===== src/rtl/cpu_pkg.sv =====
// Shared definitions for the multicycle CPU datapath: FSM encoding, error codes, widths.
package cpu_pkg;

    localparam int DEF_DATA_W = 32;
    localparam int DEF_ADDR_W = 32;
    localparam int CNT_W      = 8;

    typedef enum logic [1:0] {
        ST_IDLE = 2'd0,
        ST_BUSY = 2'd1,
        ST_DONE = 2'd2
    } state_t;

    typedef enum logic [1:0] {
        ERR_NONE     = 2'd0,
        ERR_ALIGN    = 2'd1,
        ERR_CONFLICT = 2'd2,
        ERR_TIMEOUT  = 2'd3
    } err_t;

endpackage


===== src/rtl/mem_timeout_cnt.sv =====
// Counts BUSY cycles; tc flags the last allowed cycle before the access is aborted.
module mem_timeout_cnt
    import cpu_pkg::*;
#(
    parameter int TIMEOUT = 255
) (
    input  logic clk,
    input  logic rst,
    input  logic clr,
    input  logic en,
    output logic tc
);

    logic [CNT_W-1:0] cnt;

    always_ff @(posedge clk or negedge rst) begin
        if (!rst) begin
            cnt <= '0;
        end else if (clr) begin
            cnt <= '0;
        end else if (en) begin
            cnt <= cnt + 1'b1;
        end
    end

    // cnt holds the number of BUSY cycles already elapsed, so TIMEOUT-1 marks the final one
    assign tc = en && (cnt == CNT_W'(TIMEOUT - 1));

endmodule


===== src/rtl/mem_port.sv =====
// Memory access stage: turns controller strobes into a handshaked memory request and owns IR/MDR.
module mem_port
    import cpu_pkg::*;
#(
    parameter int DATA_W  = DEF_DATA_W,
    parameter int ADDR_W  = DEF_ADDR_W,
    parameter int TIMEOUT = 255
) (
    input  logic              clk,
    input  logic              rst,
    input  logic              MemRead,
    input  logic              MemWrite,
    input  logic              lorD,
    input  logic              IRWrite,
    input  logic [ADDR_W-1:0] pc,
    input  logic [ADDR_W-1:0] alu_out,
    input  logic [DATA_W-1:0] wdata,
    output logic              stall,
    output logic [DATA_W-1:0] ir,
    output logic [DATA_W-1:0] mdr,
    output logic              mem_req,
    output logic              mem_we,
    output logic [ADDR_W-1:0] mem_addr,
    output logic [DATA_W-1:0] mem_wdata,
    input  logic [DATA_W-1:0] mem_rdata,
    input  logic              mem_ready,
    output logic [1:0]        err,
    input  logic              err_clr
);

    state_t            state;
    err_t              err_q;
    err_t              new_err;
    logic              ir_sel;
    logic              tc;
    logic [ADDR_W-1:0] addr_sel;
    logic              one_strobe;
    logic              conflict;
    logic              aligned;
    logic              start;

    assign addr_sel   = lorD ? alu_out : pc;
    assign one_strobe = MemRead ^ MemWrite;
    assign conflict   = MemRead & MemWrite;
    assign aligned    = (addr_sel[1:0] == 2'b00);
    assign start      = (state == ST_IDLE) && one_strobe && aligned;

    // stall must rise in the strobe cycle itself so the controller does not advance
    assign stall = start || (state == ST_BUSY);
    assign err   = err_q;

    mem_timeout_cnt #(.TIMEOUT(TIMEOUT)) u_cnt (
        .clk (clk),
        .rst (rst),
        .clr (state != ST_BUSY),
        .en  (state == ST_BUSY),
        .tc  (tc)
    );

    always_comb begin
        new_err = ERR_NONE;
        if (state == ST_IDLE) begin
            if (conflict) begin
                new_err = ERR_CONFLICT;
            end else if (one_strobe && !aligned) begin
                new_err = ERR_ALIGN;
            end
        end else if (state == ST_BUSY && !mem_ready && tc) begin
            new_err = ERR_TIMEOUT;
        end
    end

    always_ff @(posedge clk or negedge rst) begin
        if (!rst) begin
            state     <= ST_IDLE;
            mem_req   <= 1'b0;
            mem_we    <= 1'b0;
            mem_addr  <= '0;
            mem_wdata <= '0;
            ir_sel    <= 1'b0;
            ir        <= '0;
            mdr       <= '0;
        end else begin
            case (state)
                ST_IDLE: begin
                    if (start) begin
                        state     <= ST_BUSY;
                        mem_req   <= 1'b1;
                        mem_we    <= MemWrite;
                        mem_addr  <= addr_sel;
                        mem_wdata <= wdata;
                        ir_sel    <= IRWrite;
                    end
                end
                ST_BUSY: begin
                    // a response on the terminal cycle still completes the access
                    if (mem_ready) begin
                        state   <= ST_DONE;
                        mem_req <= 1'b0;
                        if (!mem_we) begin
                            if (ir_sel) ir  <= mem_rdata;
                            else        mdr <= mem_rdata;
                        end
                    end else if (tc) begin
                        state   <= ST_DONE;
                        mem_req <= 1'b0;
                    end
                end
                ST_DONE: state <= ST_IDLE;
                default: state <= ST_IDLE;
            endcase
        end
    end

    // first error sticks; a new error arriving with err_clr replaces the cleared one
    always_ff @(posedge clk or negedge rst) begin
        if (!rst) begin
            err_q <= ERR_NONE;
        end else if (new_err != ERR_NONE && (err_q == ERR_NONE || err_clr)) begin
            err_q <= new_err;
        end else if (err_clr) begin
            err_q <= ERR_NONE;
        end
    end

endmodule


===== config.mk =====
export PLATFORM = sky130hd
export DESIGN_NAME = mem_port
export DESIGN_NICKNAME = d
export VERILOG_FILES = /design/src/rtl/cpu_pkg.sv /design/src/rtl/mem_timeout_cnt.sv /design/src/rtl/mem_port.sv
export SDC_FILE = /design/constraint.sdc
export NUM_CORES = 1
export LEC_CHECK = 0
export BUFFER_PORTS_ARGS = -buffer_cell sky130_fd_sc_hd__buf_2
export CAP_MARGIN = 30
export CORE_ASPECT_RATIO = 0.7
export CORE_UTILIZATION = 47
export DETAILED_ROUTE_END_ITERATION = 8
export PLACE_DENSITY = 0.9
export SLEW_MARGIN = 20
export SYNTH_ARGS = -nofsm -noshare
export SYNTH_HDL_FRONTEND = slang
export SYNTH_SLANG_ARGS = --single-unit

===== constraint.sdc =====
create_clock -name clk -period 2.07 [get_ports clk]
set_input_delay 0.414 -clock clk [delete_from_list [all_inputs] [get_ports clk]]
set_output_delay 0.414 -clock clk [all_outputs]
set_load 0.01 [all_outputs]

==> summary.txt, run 1 <==
Run status
  • Outcome: complete, no violations

Yosys
  • Syn Area/Cell: 15.6 um2
  • Synthesized instance count: 374
  • Fraction of registers with async set or reset after synthesis: 1.00
  • Post-Syn Area: 5850 um2
  • Synth top area share: 0.612
  • Synth cell count leaders: 152 x mux2_2, 143 x dfrtp_1, 9 x buf_2
  • Syn nets: 513
  • #FFs+latches synth: 143
  • Yosys Warn Count: 0
  • Synth cell types: 34
  • Top-count cell post-synth: mux2_2
  • Register area share after synthesis: 0.612
  • Post-synth EDFFs: 0
  • Synth area leaders: dfrtp_1 61%, mux2_2 29%, mux2_1 1.2%
  • Cell taking the most area after synthesis: dfrtp_1
  • Primary FF master, synth: dfrtp_1

STA
  • Final Setup Violations: 0
  • Final Hold Fails: 0
  • Max Transition Viols Final: 0
  • FMAX: 518 MHz
  • Clock skew: 17.2 ps
  • Worst-margin pin slew: 459 ps
  • Slew HR: 0.692
  • Crit share post-route: 0.932
  • Setup tns final: 0 ps
  • Unrepaired setup endpoints after global routing: false
  • Min cycle time layout: 1930 ps

Layout
  • Area growth syn-to-layout: 37.6%
  • Area of the multi-input gates: 2160 um2
  • Layout cell share with drive strength beyond 1: 0.699
  • Fin util: 0.676
  • Ant. Diodes: 0
  • Final instance area: 8040 um2
  • Flip-flop and latch area: 3580 um2
  • Cell Count, Final, Fillers Out: 825
  • Nets: 795
  • Final-layout fill cell count: 862

Worst hold path
  • Worst hold start: wdata[23]
  • Hold-critical path endpoint: mem_wdata[23]$_DFFE_PN0P_
  • Hold Crit Class: in2reg
  • Hold depth: 2

Route
  • Starting DRT DRC Count: 128
  • Via density: 5.01
  • Detailed Route WL: 14.2 mm
  • Vias: 4,134
  • Post-route ant nets: 0
  • DR DRC count: 0
  • WL/cell: 17.2 um
  • Pre-antenna DRT Iters: 4

Floorplanning
  • # rows: 33
  • DIE AREA: 12,900 um2
  • Die width: 135 um
  • Die height: 95.3 um
  • Core area: 11,900 um2
  • Io pins: 269
  • Initial Utilization: 0.492

Power and ir drop
  • Cell Pwr Density: 1320 nW/um2
  • Maximum VDD drop: 0.898 mV
  • Leak: 4.04 nW

GRT
  • Largest net degree at the start of global routing: 52
  • Initial antenna violation count: 1
  • Grt total ovfl: 0
  • Vias in the first global route: 4,617
  • GRT Total Usage: 0.228
  • First-pass GRT wire length: 22.4 mm

Clock network
  • Post-CTS Setup Inserts: 0
  • Worst-case clock buffer depth: 2
  • Clk root buf: clkbuf_16
  • CTS clk-pin slew, worst paths: 70 ps
  • H-tree levels: 4
  • Clk_lat worst skew: 410 ps
  • TritonCTS clock tree: yes
  • Num CTS Buffers: 17
  • Clock sink count: 143

Worst setup path
  • Worst Setup Path Type: reg2out
  • CP arrival: 1520 ps
  • Worst-path maximum fanout: 11
  • R2R Path End: mdr[31]$_DFFE_PN0P_
  • R2R Setup Slk: 370 ps
  • FF-to-FF path depth: 4
  • Critical Path RT: 1660 ps
  • Worst setup EP type: output port
  • Reg-to-reg startpoint: state[1]$_DFFE_PN0P_
  • Worst setup SP type: register

Placed design
  • IO buf count: 268
  • Placed cell areas: 7430 um2
  • Detailed placement HPWL: 10.6 mm
  • GP Congestion: 0.822
  • Cell Count Post-Placement: 793

Flow run
  • Max Cap Violations: 0
-- report_power, final --
part | total [W] | switching, W | internal, W
logic | 0.00315 | 0.00149 | 0.00166
clock network | 0.00305 | 0.00122 | 0.00183
registers | 0.00442 | 0.000562 | 0.00385
-- worst max-delay path by stage --
stage	endpoint	depth (start not counted)	startpoint	slack, ps
2_1_floorplan	stall	5	MemRead	370
3_3_place_gp	mem_addr[23]$_DFFE_PN0P_	5	lorD	210
3_5_place_dp	mem_addr[23]$_DFFE_PN0P_	5	lorD	150
4_1_cts	stall	4	state[0]$_DFFE_PN0P_	10
5_1_grt	stall	4	state[0]$_DFFE_PN0P_	40
6_report	stall	4	state[0]$_DFFE_PN0P_	140
-- cells in the final DEF (no fill, tap or decap), drive strengths merged --
cell type / count
a22oi: 1
or3: 3
xnor2: 1
dfrtp: 143
nand3: 5
o21ai: 4
nor4: 1
nor3: 1
nor2b: 3
bufinv: 2
ha: 3
clkinv: 4
nand4: 1
nand4b: 1
a211o: 2
a21oi: 3
mux2: 158
nor2: 8
nand2b: 1
buf: 279
and2: 3
nor4bb: 1
or3b: 1
o21bai: 1
nand2: 2
o211ai: 1
nor4b: 3
inv: 9
clkbuf: 18
nor3b: 1
xor2: 2
clkinvlp: 1
dlygate4sd3: 1
-- layout make-up --
type                       instances  share of cell area
clock buffer                      18              0.0546
clock inverter                    13              0.0188
inverter                           3             0.00140
multi-input combinational        211               0.269
sequential                       143               0.445
tap                              157              0.0244
timing repair buffer             280               0.187
-- critical path, cell delays in order (launching register included) --
cell      delay (ps)
dfrtp_1          450
nor2_4           170
o211ai_4         190
nand2_1          160
buf_2            140
-- metrics by stage --
step	worst slack [ps]	hold WS, ps	total power [W]
floorplan	370	118	0.00600
global placement	214	358	0.00743
detailed placement	154	373	0.00764
CTS	12.0	220	0.0107
global route	44.6	211	0.0112
finish	141	231	0.0106
-- sequential cells by signal (all words and copies together), names as in the netlist, 2 cells and up --
register,cells
u_cnt.cnt,8
mem_addr,32
err,2
mem_wdata,32
ir,32
state,2
mdr,32
-- per-layer routing --
layer,up-vias,global-route usage,wire (um)
met2,150,0.409,7480
met1,2060,0.256,5470
met4,2,0.0852,259
li1,1899,-,-
met5,-,0,13
met3,23,0.0739,932
-- cells by family after synthesis --
kind of cell | share of synthesized area
muxes | 0.304
AOI/OAI and AO/OA | 0.0137
buffers and inverters | 0.0205
xor gates and xnor gates | 0.00450
adders and majority gates | 0.00642
DFF | 0.612
and+or+nand+nor | 0.0383
-- what timing repair did --
action,4_1_cts,5_1_grt
endpoints found under the setup margin,0,1
hold endpoints to repair,42,0
hold buffers,1,0
gates resized for setup,0,2
Power figures use the tool's default switching activity.
==> run 2: changes to the inputs <==
SYNTH_HIERARCHICAL = 1   (was default)
==> run 2 against run 1 <==
  * Largest cell class unchanged
  * Core utilization down 0.39 points
  * Wire length down 7.3%
  * Sequential cell count unchanged
  * Critical path depth up 1
  * First-iteration DRC count up 0.78%
  * Synthesized cell count up 0.80%
  * Sequential share of layout area up 0.10 points
==> summary.txt, run 2 <==
Run status
  • Outcome: complete, no violations

Floorplanning
  • Io pins: 269
  • Die width: 135 um
  • DIE AREA: 12,900 um2
  • # rows: 33
  • Initial Utilization: 0.491
  • Die height: 95.4 um
  • Core area: 11,900 um2

Layout
  • Final-layout fill cell count: 852
  • Area growth syn-to-layout: 37.0%
  • Commonest non-fill, non-tap cells in the layout: 267 x buf_2, 152 x mux2_2, 143 x dfrtp_1, 17 x clkbuf_16, 9 x nor2_1
  • Nets: 798
  • Ant. Diodes: 0
  • Flip-flop and latch area: 3580 um2
  • Most common cell after layout, fill and taps aside: buf_2
  • Layout cell share with drive strength beyond 1: 0.699
  • Area of the multi-input gates: 2170 um2

Yosys
  • Post-synth EDFFs: 0
  • Synth area leaders: dfrtp_1 61%, mux2_2 29%, mux2_1 1.2%
  • Syn nets: 516
  • Fraction of registers with async set or reset after synthesis: 1.00
  • Synth cell types: 35
  • Syn Area/Cell: 15.5 um2
  • Primary FF master, synth: dfrtp_1
  • #FFs+latches synth: 143
  • Yosys Warn Count: 6
  • Cell taking the most area after synthesis: dfrtp_1
  • Register area share after synthesis: 0.611
  • Top-count cell post-synth: mux2_2
  • Post-Syn Area: 5860 um2
  • Synthesized instance count: 377
  • Synth cell count leaders: 152 x mux2_2, 143 x dfrtp_1, 10 x buf_2
  • Synth top area share: 0.611

Route
  • Via density: 5.03
  • WL/cell: 15.8 um
  • Vias: 4,165
  • Starting DRT DRC Count: 129
  • DR DRC count: 0
  • Pre-antenna DRT Iters: 4
  • Detailed Route WL: 13.1 mm
  • Post-route ant nets: 0

Worst setup path
  • Critical Path RT: 1660 ps
  • R2R Path End: ir[29]$_DFFE_PN0P_
  • Reg-to-reg startpoint: state[0]$_DFFE_PN0P_
  • Worst-path maximum fanout: 11
  • Worst setup SP type: register
  • Crit-path max cell delay: 400 ps
  • Worst Setup Path Type: reg2out
  • Crit path cell chain: and2b_2 > inv_2 > buf_4 > nand2_1 > buf_2
  • Worst setup EP type: output port
  • CP arrival: 1480 ps
  • R2R Setup Slk: 380 ps
  • Slowest-stage cell, CP: dfrtp_1
  • FF-to-FF path depth: 5

Clock network
  • Clk_lat worst skew: 400 ps
  • CTS clk-pin slew, worst paths: 60 ps
  • CTS Hold Buffers Added: 1
  • TritonCTS clock tree: yes
  • Worst-case clock buffer depth: 2
  • Post-CTS Setup Inserts: 0
  • Num CTS Buffers: 17
  • H-tree levels: 4
  • Post-CTS Resized: 0
  • Clk root buf: clkbuf_16
  • Clock sink count: 143

Power and ir drop
  • Combinational Power Share: 0.300
  • Int Power: 0.00718 W
  • Cell Pwr Density: 1290 nW/um2
  • Sw frac: 0.305
  • Total power: 0.0103 W
  • Leak: 4.02 nW
  • Clock Power Share: 0.276
  • Sequential share of power: 0.424
  • Switching component of the power: 0.00315 W
  • Maximum VDD drop: 0.818 mV

Placed design
  • Detailed placement HPWL: 9.71 mm
  • GP Congestion: 0.898
  • DP Worst Slack: 162 ps
  • IO buf count: 268

GRT
  • Initial antenna violation count: 0
  • First-pass GRT wire length: 20.7 mm
  • Grt total ovfl: 0
  • Vias in the first global route: 4,274
  • GRT Total Usage: 0.209
  • Largest net degree at the start of global routing: 51

STA
  • Final Hold Fails: 0
  • Clock skew: 10.8 ps
  • Max Transition Viols Final: 0
  • Worst-margin pin slew: 460 ps
  • FMAX: 528 MHz
  • Setup tns final: 0 ps
  • Min cycle time layout: 1900 ps
  • Crit share post-route: 0.916
  • PnR worst setup slack: 175 ps
  • Unrepaired setup endpoints after global routing: false
  • Final Setup Violations: 0
  • Slew HR: 0.693

Worst hold path
  • Worst hold start: wdata[14]
  • Hold Crit Class: in2reg
  • Hold-critical path endpoint: mem_wdata[14]$_DFFE_PN0P_
  • Hold depth: 2

Flow run
  • Max Cap Violations: 0
run 2: stage by stage:
step           utilization  hold slack [ps]  instances  area (um2)
2_1_floorplan            -              118        377        5860
3_3_place_gp         0.625              376        796        7460
5_1_grt              0.672              214        828        8020
4_1_cts              0.672              223        828        8020
3_5_place_dp         0.625              389        796        7460
6_report             0.672              240        828        8020
run 2: worst max path at each step:
| stage | cells past startpoint | endpoint | start |
|---|---|---|---|
| floorplan | 5 | stall | MemRead |
| global placement | 5 | mem_wdata[15]$_DFFE_PN0P_ | lorD |
| detailed placement | 5 | mem_wdata[6]$_DFFE_PN0P_ | lorD |
| CTS | 5 | stall | state[0]$_DFFE_PN0P_ |
| global route | 5 | stall | state[0]$_DFFE_PN0P_ |
| finish | 5 | stall | state[0]$_DFFE_PN0P_ |
run 2: power by group through the flow:
stage / Clock (W) / Sequential [W] / Combinational [W]
5_1_grt: 0.00304 / 0.00452 / 0.00335
2_1_floorplan: 0 / 0.00490 / 0.00109
3_3_place_gp: 0 / 0.00434 / 0.00304
6_report: 0.00285 / 0.00439 / 0.00310
4_1_cts: 0.00291 / 0.00439 / 0.00315
3_5_place_dp: 0 / 0.00442 / 0.00314
run 2: per-layer routing:
layer  vias to the layer above  global-route usage  part of all wire
met5                         -                   0                 0
met4                         0              0.0646            0.0090
met3                         9              0.0617             0.056
met2                       153               0.369              0.52
met1                      2099               0.249              0.41
li1                       1904                   -                 -
run 2: final cells by class:
type,count,area share
Multi-Input combinational cell,214,0.271
Clock buffer,19,0.0552
Sequential cell,143,0.446
Timing Repair Buffer,281,0.188
Inverter,2,0.000936
Tap cell,157,0.0245
Clock inverter,12,0.0142
run 2: worst max-delay path: cells and delay by family, from the launching register on:
kind	cells	cell delay, ps
buffers and inverters	3	410
flip-flops	1	400
AND/OR/NAND/NOR	2	280
run 2: kinds of logic (layout without fill, tap and decap cells):
kind of cell,after synthesis,count (layout),synth area share
AND/OR/NAND/NOR,36,36,0.0393
AO/OA/AOI/OAI,12,12,0.0126
adder cells (fa/ha/maj),3,3,0.00641
XOR/XNOR,4,4,0.00598
flip-flops,143,143,0.611
multiplexers,159,159,0.305
buffers and inverters,20,314,0.0194
==> run 3: changes to the inputs <==
--- a/config.mk
+++ b/config.mk
@@ -16,3 +16,2 @@
 export SYNTH_HDL_FRONTEND = slang
-export SYNTH_HIERARCHICAL = 1
 export SYNTH_SLANG_ARGS = --single-unit
--- a/constraint.sdc
+++ b/constraint.sdc
@@ -3,2 +3,2 @@
 set_output_delay 0.414 -clock clk [all_outputs]
-set_load 0.01 [all_outputs]
+set_load 0.005 [all_outputs]
==> run 3 against run 2 <==
  * Sequential cell count unchanged
  * Core utilization grew 0.31 points
  * Worst setup slack got worse by 49 ps
  * Via count shrank 0.89%
  * Sequential power increased by 0.9%
  * Largest power group unchanged
  * Highest routed layer is now met5
==> summary.txt, run 3 (synthesis gave the netlist of run 1 again) <==
STA
  • Final Setup Violations: 0
  • Max Transition Viols Final: 0
  • Slew HR: 0.692
  • Crit share post-route: 0.939
  • FMAX: 514 MHz
  • Unrepaired setup endpoints after global routing: false
  • PnR worst setup slack: 126 ps
  • Min cycle time layout: 1940 ps
  • Clock skew: 7.36 ps
  • Setup tns final: 0 ps
  • Final Hold Fails: 0
  • Worst-margin pin slew: 458 ps

Clock network
  • TritonCTS clock tree: yes
  • Clk root buf: clkbuf_16
  • H-tree levels: 4
  • Worst-case clock buffer depth: 2
  • Clk_lat worst skew: 400 ps
  • Num CTS Buffers: 17
  • CTS clk-pin slew, worst paths: 60 ps
  • Clock sink count: 143

Worst setup path
  • Worst Setup Path Type: reg2out
  • FF-to-FF path depth: 4
  • Critical Path RT: 1660 ps
  • Buf/Inv on CP: 1
  • Slowest-stage cell, CP: dfrtp_1
  • Worst setup SP type: register
  • Worst setup EP type: output port
  • CP arrival: 1530 ps
  • Worst-path maximum fanout: 11
  • Crit path cell chain: nor2_2 > o211ai_4 > nand2_1 > buf_2
  • Crit-path max cell delay: 440 ps
  • CP Depth: 4
  • Family with the most delay on the worst path: flip-flops

Floorplanning
  • Die height: 95.3 um
  • # rows: 33
  • Die width: 135 um
  • Io pins: 269
  • Core area: 11,900 um2
  • DIE AREA: 12,900 um2
  • Initial Utilization: 0.492

Route
  • Via density: 5.00
  • Detailed Route WL: 13.9 mm
  • Post-route ant nets: 0
  • Pre-antenna DRT Iters: 4
  • WL/cell: 16.9 um
  • DR DRC count: 0
  • Starting DRT DRC Count: 126
  • Vias: 4,128

GRT
  • Met1 GRT Util: 0.252
  • Grt total ovfl: 0
  • GR Util met3: 0.0601
  • Largest net degree at the start of global routing: 65
  • Met2 Track Usage GR: 0.410
  • GRT Total Usage: 0.224
  • Vias in the first global route: 4,554
  • Initial antenna violation count: 1
  • GR peak layer: met2
  • First-pass GRT wire length: 22.0 mm

Run status
  • Outcome: complete, no violations

Power and ir drop
  • Cell Pwr Density: 1260 nW/um2
  • Maximum VDD drop: 0.757 mV
  • Leak: 4.03 nW

Worst hold path
  • Hold depth: 2
  • Hold Crit Class: in2reg

Layout
  • Commonest non-fill, non-tap cells in the layout: 267 x buf_2, 152 x mux2_2, 143 x dfrtp_1, 17 x clkbuf_16, 7 x nor2_1
  • Ant. Diodes: 0
  • Nets: 795
  • Most common cell after layout, fill and taps aside: buf_2
  • Layout cell share with drive strength beyond 1: 0.700
  • Area growth syn-to-layout: 37.4%
  • Fin util: 0.676
  • Final-layout fill cell count: 846

Flow run
  • Max Cap Violations: 0

Placed design
  • GP Congestion: 0.812
  • Detailed placement HPWL: 10.6 mm
  • DP Worst Slack: 133 ps
  • IO buf count: 268
==> run 3: changes by cell type in the layout (fill, tap and decap cells not counted), sizes merged, moves of 2 or more <==
cell / delta
a211o: +2
inv: +6
nand3: +3
nor4b: +2
nand2: -4
clkinvlp: -5
nand4: -3
clkinv: +2
==> run 3: power breakdown <==
| part | switching, W | internal [W] | leakage, nW |
|---|---|---|---|
| registers | 0.000574 | 0.00385 | 1.76 |
| logic | 0.00107 | 0.00164 | 1.99 |
| clock network | 0.00122 | 0.00173 | 0.282 |
==> run 3: worst register-to-register path: cells and delay by family (launching register included) <==
family / cells / cell delay (ps)
simple gates: 2 / 500
flops: 1 / 440
mux: 1 / 380
buf+inv: 1 / 250
==> run 3: what timing repair did <==
| action | in CTS | in global routing |
|---|---|---|
| hold buffers | 1 | 0 |
| setup buffers | 0 | 0 |
| endpoints found under the setup margin | 0 | 1 |
| gates resized for setup | 0 | 1 |
| endpoints found under the hold margin | 17 | 0 |
==> run 3: layer usage <==
layer / wire [um] / up-vias
li1: - / 1900
met1: 5430 / 2058
met2: 7510 / 146
met3: 766 / 22
met4: 202 / 2
met5: 13 / -
==> run 3: worst paths after layout <==
kind	slack, ps	from	end
hold reg to reg	490	mdr[14]$_DFFE_PN0P_	mdr[14]$_DFFE_PN0P_
setup / recovery	130	state[0]$_DFFE_PN0P_	stall
max in group asynchronous	1060	rst	u_cnt.cnt[7]$_DFF_PN0_
setup reg to reg	390	state[1]$_DFFE_PN0P_	mdr[15]$_DFFE_PN0P_
min in group asynchronous	420	rst	mem_wdata[30]$_DFFE_PN0P_
hold / removal	240	wdata[17]	mem_wdata[17]$_DFFE_PN0P_
==> run 3: area by class of cell <==
cell class,count,area (um2),share of cell area
timing repair buffer,280,1500,0.187
sequential,143,3580,0.445
inverter,3,11.3,0.00140
clock inverter,14,146,0.0182
multi-input combinational,211,2160,0.269
tap,157,196,0.0245
clock buffer,18,439,0.0547
==> run 3: per-stage QoR <==
| stage | area [um2] | instances | power, W | hold WS [ps] |
|---|---|---|---|---|
| global route | 8030 | 826 | 0.0107 | 213 |
| detailed placement | 7430 | 793 | 0.00722 | 263 |
| CTS | 8030 | 826 | 0.0102 | 220 |
| finish | 8030 | 826 | 0.0101 | 240 |
| global placement | 7430 | 793 | 0.00699 | 262 |
| floorplan | 5850 | 374 | 0.00559 | 118 |
